[src/rtl/pkt_prio_queue.sv]
// Strict-priority packet buffer: one circular FIFO per priority level feeding
// a single registered output stage with a valid/ready handshake.
// Level 0 is the most urgent. Arrivals at a full level are dropped and counted,
// since the upstream source cannot be stalled.
module pkt_prio_queue #(
    parameter int DWIDTH      = 64,
    parameter int PRIOR_WIDTH = 3,
    parameter int QDEPTH      = 4,
    parameter int CNT_WIDTH   = 16,
    localparam int NLVL       = 2 ** PRIOR_WIDTH,
    localparam int OCC_W      = $clog2(NLVL * QDEPTH + 1)
) (
    input  logic                   clk,
    input  logic                   rst,
    input  logic                   in_valid,
    input  logic [DWIDTH-1:0]      in_data,
    input  logic [PRIOR_WIDTH-1:0] in_prior,
    output logic                   out_valid,
    output logic [DWIDTH-1:0]      out_data,
    output logic [PRIOR_WIDTH-1:0] out_prior,
    input  logic                   out_ready,
    output logic [NLVL-1:0]        lvl_full,
    output logic [OCC_W-1:0]       occupancy,
    output logic [CNT_WIDTH-1:0]   drop_cnt
);

    localparam int PW = $clog2(QDEPTH);
    localparam int CW = $clog2(QDEPTH + 1);

    logic [DWIDTH-1:0]      mem     [NLVL][QDEPTH];
    logic [PW-1:0]          wptr    [NLVL];
    logic [PW-1:0]          rptr    [NLVL];
    logic [CW-1:0]          cnt     [NLVL];
    logic [CW-1:0]          cnt_nxt [NLVL];
    logic [NLVL-1:0]        wr_vec;
    logic [NLVL-1:0]        rd_vec;
    logic                   free;
    logic                   pop;
    logic                   wr_en;
    logic [PRIOR_WIDTH-1:0] sel;

    // Pick the most urgent non-empty level and decide accepted writes, using pre-edge counts.
    always_comb begin
        free  = !out_valid || out_ready;
        pop   = 1'b0;
        sel   = '0;
        for (int k = NLVL - 1; k >= 0; k--) begin
            if (cnt[k] != '0) begin
                pop = 1'b1;
                sel = PRIOR_WIDTH'(k);
            end
        end
        pop   = pop && free;
        // A full level drops the write even if it is popped on the same edge.
        wr_en = in_valid && (cnt[in_prior] != CW'(QDEPTH));
        for (int k = 0; k < NLVL; k++) begin
            wr_vec[k]  = wr_en && (in_prior == PRIOR_WIDTH'(k));
            rd_vec[k]  = pop && (sel == PRIOR_WIDTH'(k));
            cnt_nxt[k] = cnt[k];
            if (wr_vec[k] && !rd_vec[k]) begin
                cnt_nxt[k] = cnt[k] + 1'b1;
            end else if (!wr_vec[k] && rd_vec[k]) begin
                cnt_nxt[k] = cnt[k] - 1'b1;
            end
        end
    end

    // Per-level pointers, counts and full flags; pointers wrap naturally at QDEPTH.
    always_ff @(posedge clk or negedge rst) begin
        if (!rst) begin
            for (int k = 0; k < NLVL; k++) begin
                wptr[k] <= '0;
                rptr[k] <= '0;
                cnt[k]  <= '0;
            end
            lvl_full <= '0;
        end else begin
            for (int k = 0; k < NLVL; k++) begin
                if (wr_vec[k]) begin
                    wptr[k] <= wptr[k] + 1'b1;
                end
                if (rd_vec[k]) begin
                    rptr[k] <= rptr[k] + 1'b1;
                end
                cnt[k]      <= cnt_nxt[k];
                lvl_full[k] <= (cnt_nxt[k] == CW'(QDEPTH));
            end
        end
    end

    // Packet storage is left uninitialised; pointers alone define what is valid.
    always_ff @(posedge clk) begin
        if (wr_en) begin
            mem[in_prior][wptr[in_prior]] <= in_data;
        end
    end

    // Output register: load the selected head when free, otherwise hold.
    always_ff @(posedge clk or negedge rst) begin
        if (!rst) begin
            out_valid <= 1'b0;
            out_data  <= '0;
            out_prior <= '0;
        end else if (free) begin
            if (pop) begin
                out_valid <= 1'b1;
                out_data  <= mem[sel][rptr[sel]];
                out_prior <= sel;
            end else begin
                out_valid <= 1'b0;
            end
        end
    end

    // Total entries in the level FIFOs and the saturating drop counter.
    always_ff @(posedge clk or negedge rst) begin
        if (!rst) begin
            occupancy <= '0;
            drop_cnt  <= '0;
        end else begin
            occupancy <= occupancy + OCC_W'(wr_en) - OCC_W'(pop);
            if (in_valid && !wr_en && (drop_cnt != '1)) begin
                drop_cnt <= drop_cnt + 1'b1;
            end
        end
    end

endmodule

[config.mk]
export PLATFORM = sky130hd
export DESIGN_NAME = pkt_prio_queue
export DESIGN_NICKNAME = d
export VERILOG_FILES = /design/src/rtl/pkt_prio_queue.sv
export SDC_FILE = /design/constraint.sdc
export NUM_CORES = 2
export LEC_CHECK = 0
export CORE_AREA = 3 3 457 459
export CTS_CLUSTER_SIZE = 24
export DETAILED_ROUTE_END_ITERATION = 8
export DIE_AREA = 0 0 460 462
export PLACE_DENSITY = 0.6
export SLEW_MARGIN = 40
export SYNTH_ARGS = -nofsm -noshare
export SYNTH_HDL_FRONTEND = slang
export SYNTH_SLANG_ARGS = --single-unit
[constraint.sdc]
create_clock -name clk -period 6.1 [get_ports clk]
set_clock_uncertainty 0.2 [all_clocks]
set_input_delay 1.22 -clock clk [delete_from_list [all_inputs] [get_ports clk]]
set_output_delay 1.22 -clock clk [all_outputs]
set_load 0.02 [all_outputs]
-- After elaboration in Yosys (flattened, before gate mapping)
Memories as Yosys holds them, arrays and structs flattened.
Cells that the tools add are included.
- flip-flop bits (word level): 154
- RAM bits: 2048
- input bits: 71
- output and inout bits: 98
- word-level logic and storage cells: 215
- memories: 1
- memory list (memory ; depth ; width ; read ports ; clocked after Yosys merged registers in ; write ports ; line ; RTL):
    mem ; 8 ; 256 ; 1 ; 0 ; 1 ; 30 ; logic [DWIDTH-1:0] mem [NLVL][QDEPTH];
- add/sub/neg operators: 35
- $lt $le $gt $ge: 5
- equal/unequal tests: 24
- multiplexer cells: 49
- bitwise logic cells: 4
- reductions and logical operators: 67
- operators by type and width (cell ; count):
    2-to-1 mux 256 bit ; 1
    2-to-1 mux 64 bit ; 3
    binary-select mux 64 bit (select 2 bit) ; 1
    demux 64 bit (select 2 bit) ; 1
    2-to-1 mux 3 bit ; 26
    == test 3 bit (second input constant) ; 16
    logical AND 1 bit ; 37
    adder 2 x 1 -> 2 bit (second input constant) ; 16
    adder 3 x 1 -> 3 bit (second input constant) ; 8
    nonzero test 3 bit ; 8
    subtractor 3 x 1 -> 3 bit (second input constant) ; 8
    logical NOT 1 bit ; 18
    adder 16 x 1 -> 16 bit (second input constant) ; 1
    != test 16 bit (second input constant) ; 1
    binary-select mux 2 bit (select 3 bit) ; 2
    == test 3 x 2 -> 1 bit (second input constant) ; 4
    2-to-1 mux 1 bit ; 10
    binary-select mux 3 bit (select 3 bit) ; 1
    greater-or-equal comparator 4 bit (second input constant) ; 2
    2-to-1 mux 2 bit ; 4
    NOT 3 -> 4 bit ; 2
    adder 6 x 1 -> 6 bit ; 1
    == test 3 x 1 -> 1 bit (second input constant) ; 2
    greater-or-equal comparator 3 bit (second input constant) ; 2
    other kinds (7) ; 9

-- Longest topological paths before layout
- word-level depth: 17
- mapped depth: 18
- depth with buffers taken out: 15

-- Worst setup path after synthesis
No wires, ideal clock.
- path type: input to register
- start: input port in_prior[1]
- end: memory mem[0][0] in the netlist's numbering (enable)
- library setup time: 0.488 ns
- data arrival time: 5.439 ns
- data required time: 5.412 ns
- setup slack: -0.027 ns
- cell stages on the path: 8
- path buffers: 2
- cell sequence: buf_2 mux4_2 mux2i_1 and2_1 nor2b_1 nand2b_1 clkbuf_1 nor2_1
- cells in the longest elaborated chain, start to end: 10
- elaborated cells on any way between the ends: 17
- those cells by class: 2 x order compare; 1 x eq/ne; 10 x mux; 2 x bitwise; 2 x reduce/logical
- RTL lines (what ; line ; RTL):
    from (decl) ; 17 ; input logic [PRIOR_WIDTH-1:0] in_prior,
    NOT 3 -> 4 bit (not written as such) ; 55, 94 ;
    binary-select mux 2 bit (select 3 bit) ; 94 ; mem[in_prior][wptr[in_prior]] <= in_data;
    2-to-1 mux 2 bit (not written as such) (2 in series) ; 94 ;
    NOT 2 -> 3 bit (not written as such) ; 94 ;
    greater-or-equal comparator 3 bit (not written as such) / less-than comparator 3 x 1 -> 1 bit (equally long branches) ; 94 ;
    logical AND 1 bit (not written as such) ; 94 ;
    2-to-1 mux 64 bit (not written as such) ; 94 ;
    demux 64 bit (select 2 bit) ; 94 ;
    2-to-1 mux 256 bit (not written as such) ; 94 ;
    to (decl) ; 30 ;
Several ways; a longest one is shown, not always the timed one. The select of a mux whose other input is x is not followed.

-- Worst setup path after layout
- start: register cnt[9] in the netlist's numbering
- end: register out_data[59]
- cells in the longest elaborated chain, start to end: 14
- elaborated cells on any way between the ends: 22
- those cells by class: 16 x mux; 2 x bitwise; 3 x reduce/logical; 1 x memory
- RTL lines (what ; line ; RTL):
    from (decl) ; 33 ; logic [CW-1:0] cnt [NLVL];
    from (signal, indexed assignment) ; 85 ; cnt[k] <= cnt_nxt[k];
    nonzero test 3 bit * ; 48 ; if (cnt[k] != '0) begin
    2-to-1 mux 3 bit (5 in series) ; 48 ;
    NOT 3 -> 4 bit (not written as such) ; 107 ; out_data <= mem[sel][rptr[sel]];
    binary-select mux 2 bit (select 3 bit) ; 107 ;
    2-to-1 mux 2 bit (not written as such) (2 in series) ; 107 ;
    NOT 2 -> 3 bit (not written as such) ; 107 ;
    binary-select mux 64 bit (select 2 bit) ; 107 ;
    2-to-1 mux 64 bit (not written as such) (2 in series) ; 107 ;
    to (signal assigned) ; 107 ;
    to (decl) ; 19 ; output logic [DWIDTH-1:0] out_data,
Mark *: on every way between the ends. The rest lies on a longest branch, timed or not. The select of a mux whose other input is x is not followed.
A chain may end at the register's enable or synchronous reset.

==> results.yml <==
cells_and_area:
  final_cell_mix: "edfxtp_1, nand2_1, and3_1, clkbuf_16, a31oi_1"
  nFillCells: 17000
  fin_cells: 8543
  finish.utilization_pct: 49.3
  syn_to_final_growth_pct: 14.5
  final_nets: 5757
  drive_above_1_share_pct: 14.8
  mostFrequentLayoutCell: "edfxtp_1"
job:
  maxCapViolations: 0
place:
  dp.cells: 8113
  dp_slack_ns: 0.860
  portBuffers: 168
  dp.final_hpwl_um: 125000
  gp_routability_congestion: 0.777
global_route:
  antenna_found_initial: 5
  grt_pass1_wl_um: 341000
  grt_max_degree: 197
  grt.total_usage_pct: 21.6
  gr-total-overflow: 0
  grt_pass1_vias: 49000
clocking:
  cts-root-buf: "clkbuf_16"
  clk_latency_ns: 0.86
  cts_tree: "done"
  clock-sinks: 2202
  clockBufferDepth: 3
  cts.reportedPaths.clkPinSlew_ns: 0.06
  htreeDepth: 4
  cts_made_buffers: 221
synthesis:
  netlist-cell-type-count: 69
  synth_top_family_by_area: "compound AO/OA/AOI/OAI gates"
  synthSimpleGateAreaFrac_pct: 6.44
  synthArstFlopShare_pct: 6.99
  synth_ff_type: "edfxtp_1"
  syn_area_sq_mm: 0.0881
  syn_area_per_cell_sq_um: 16.1
  synth_edf_count: 2048
  synthMuxAreaShare_pct: 7.63
  synth_cells: 5475
  synth_xor_xnor_area_share_pct: 0.646
  yosysWarnings: 0
  syn_nets: 5578
  synth-compound-area-share_pct: 8.26
  ys_seq_elements: 2202
  yosys.area_share.adder_pct: 0.531
  ys_seq_area_share_pct: 74.1
die:
  die_width_um: 460
  start_util_pct: 43.0
  die_area_sq_mm: 0.213
  rows: 166
  fp.dieH_um: 462
  ioPinCount: 169
  core_sq_mm: 0.205
worst_setup_path:
  crit_type: "reg -> reg"
  worstReg2RegStart: "cnt[9]"
  required_ns: 6.61
  end_kind: "flip-flop"
  r2r_end: "out_data[59]"
  cp-start-kind: "flip-flop"
  critPathCapture: "out_data[59]"
  rr_worst_depth: 11
  r2r_slack_ns: 1.58
  critPathLaunch: "cnt[9]"
  arrival_ns: 5.03
  worstPathMaxFanout: 42
power:
  power.density_mw_per_mm2: 439
  vdd_drop_max_v: 0.000370
  p_leak_nw: 34.5
  report.power.total_mw: 44.3
timing:
  drv_slew: 0
  fin_crit_sh_pct: 74.1
  finalCriticalPeriod_ns: 4.52
  timing.fmax_ghz: 0.221
  hold_viol_final: 0
  worst_slack_ns: 1.58
  relSlewSlack_pct: 37.9
  rsz0062_at_grt: "no"
  setup_viol: 0
  max_slew.worst_pin.slew_ns: 0.926
route:
  drc: 0
  drt_iter0_markers: 5896
  dr.pass1.iters: 6
  ant_nets: 0
  vias_per_cell: 5.91
  wl_um: 231000
  dr_total_vias: 50500
  wire_per_inst_um: 27.1
hold_path:
  hold_start: "rptr[11]"
  min_path_type: "reg -> reg"
status:
  status: "finished clean"
[area by class of cell]
cell class	count	area, sq um	share of cell area (%)
repair buffers	339	3410	3.38
diodes	2	5.00	0.00496
clock inverters	120	1360	1.35
inverters	53	201	0.200
well taps	2688	3360	3.33
flip-flops and latches	2202	65400	64.8
multi-input cells	2837	21100	20.9
clock buffers	302	6100	6.04
[stage by stage]
| stage | hold WS (ns) | setup TNS (ns) | area, sq um |
|---|---|---|---|
| floorplan | 0.244 | -10.55 | 88100 |
| global placement | 0.258 | 0 | 93400 |
| detailed placement | 0.267 | 0 | 93300 |
| CTS | 0.276 | 0 | 101000 |
| global route | 0.290 | 0 | 101000 |
| finish | 0.275 | 0 | 101000 |
[power by group]
group | internal [mW] | total (mW) | switching [mW] | leakage [nW]
clock | 7.88 | 13.7 | 5.84 | 3.61
combinational | 4.84 | 12.6 | 7.74 | 10.6
sequential | 17.4 | 18.0 | 0.614 | 20.3
total | 30.1 | 44.3 | 14.2 | 34.5
[cell families (layout without fill, tap and decap cells)]
family	count (synthesis)	count (layout)
muxes	431	431
and+or+nand+nor	1260	1260
DFF	2202	2202
xor gates and xnor gates	65	65
AOI/OAI and AO/OA	1043	1043
other	0	2
buffers and inverters	436	814
adders and majority gates	38	38
[worst min path at each step]
stage / to / cells after the start
after floorplan: wptr[5] / 1
after global placement: wptr[5] / 1
after detailed placement: rptr[13] / 1
after CTS: rptr[1] / 1
after global routing: rptr[1] / 1
final: rptr[11] / 1
[timing repair]
action                                 4_1_cts  5_1_grt
hold buffers                                 1        0
setup buffers                                0        0
gates resized for setup                      0        0
endpoints found under the hold margin        8        0
[per-layer routing]
metal | part of all wire, % | wire [um] | global-route usage (%)
met2 | 45 | 105000 | 32.8
met5 | 0 | 0 | 0
met4 | 1.7 | 3980 | 4.74
met1 | 44 | 102000 | 32.6
met3 | 8.5 | 19700 | 3.93
[registers in the layout, summed over array words and instances (netlist names)]
register / flops
mem: 2048
out_data: 64
cnt: 24
drop_cnt: 16
rptr: 16
wptr: 16
lvl_full: 8
occupancy: 6
out_prior: 3
out_valid: 1
[cells in the mapped netlist, drive strengths merged, types with 4 or more instances]
library cell / n / area (sq um)
mux4: 186 / 4190
o21ai: 95 / 479
a211o: 19 / 166
buf: 175 / 1090
o22a: 83 / 727
maj3: 6 / 60.1
nor3: 8 / 77.6
nor3b: 14 / 110
o221ai: 20 / 175
o22ai: 50 / 313
a2bb2oi: 19 / 166
mux2i: 180 / 1800
nor2b: 7 / 46.3
nand4bb: 4 / 45.0
mux2: 65 / 732
o211ai: 24 / 180
nand2: 807 / 3030
a32oi: 128 / 1120
clkbuf: 208 / 781
ha: 31 / 388
nand2b: 11 / 76.3
and3: 242 / 1510
o31ai: 48 / 360
xor2: 15 / 131
a21o: 6 / 45.0
inv: 53 / 199
nand4: 4 / 25.0
nand3: 21 / 110
xnor2: 50 / 438
nor2: 118 / 445
a211oi: 186 / 1400
a21oi: 160 / 801
edfxtp: 2048 / 61500
dfrtp: 154 / 3850
and2: 5 / 31.3
a31oi: 194 / 1210
[worst max-delay path, cell delays in order, from the launching register on]
cell and delay, ns:
dfrtp_1 0.42, inv_1 0.11, ha_1 0.28, nand2b_4 0.09
a2111oi_4 0.48, a22o_1 0.54, mux2i_1 0.24, o21ai_4 0.48
buf_4 0.73, mux2i_1 0.29, o22a_1 0.31, a31oi_1 0.11
Power figures use the tool's default switching activity.
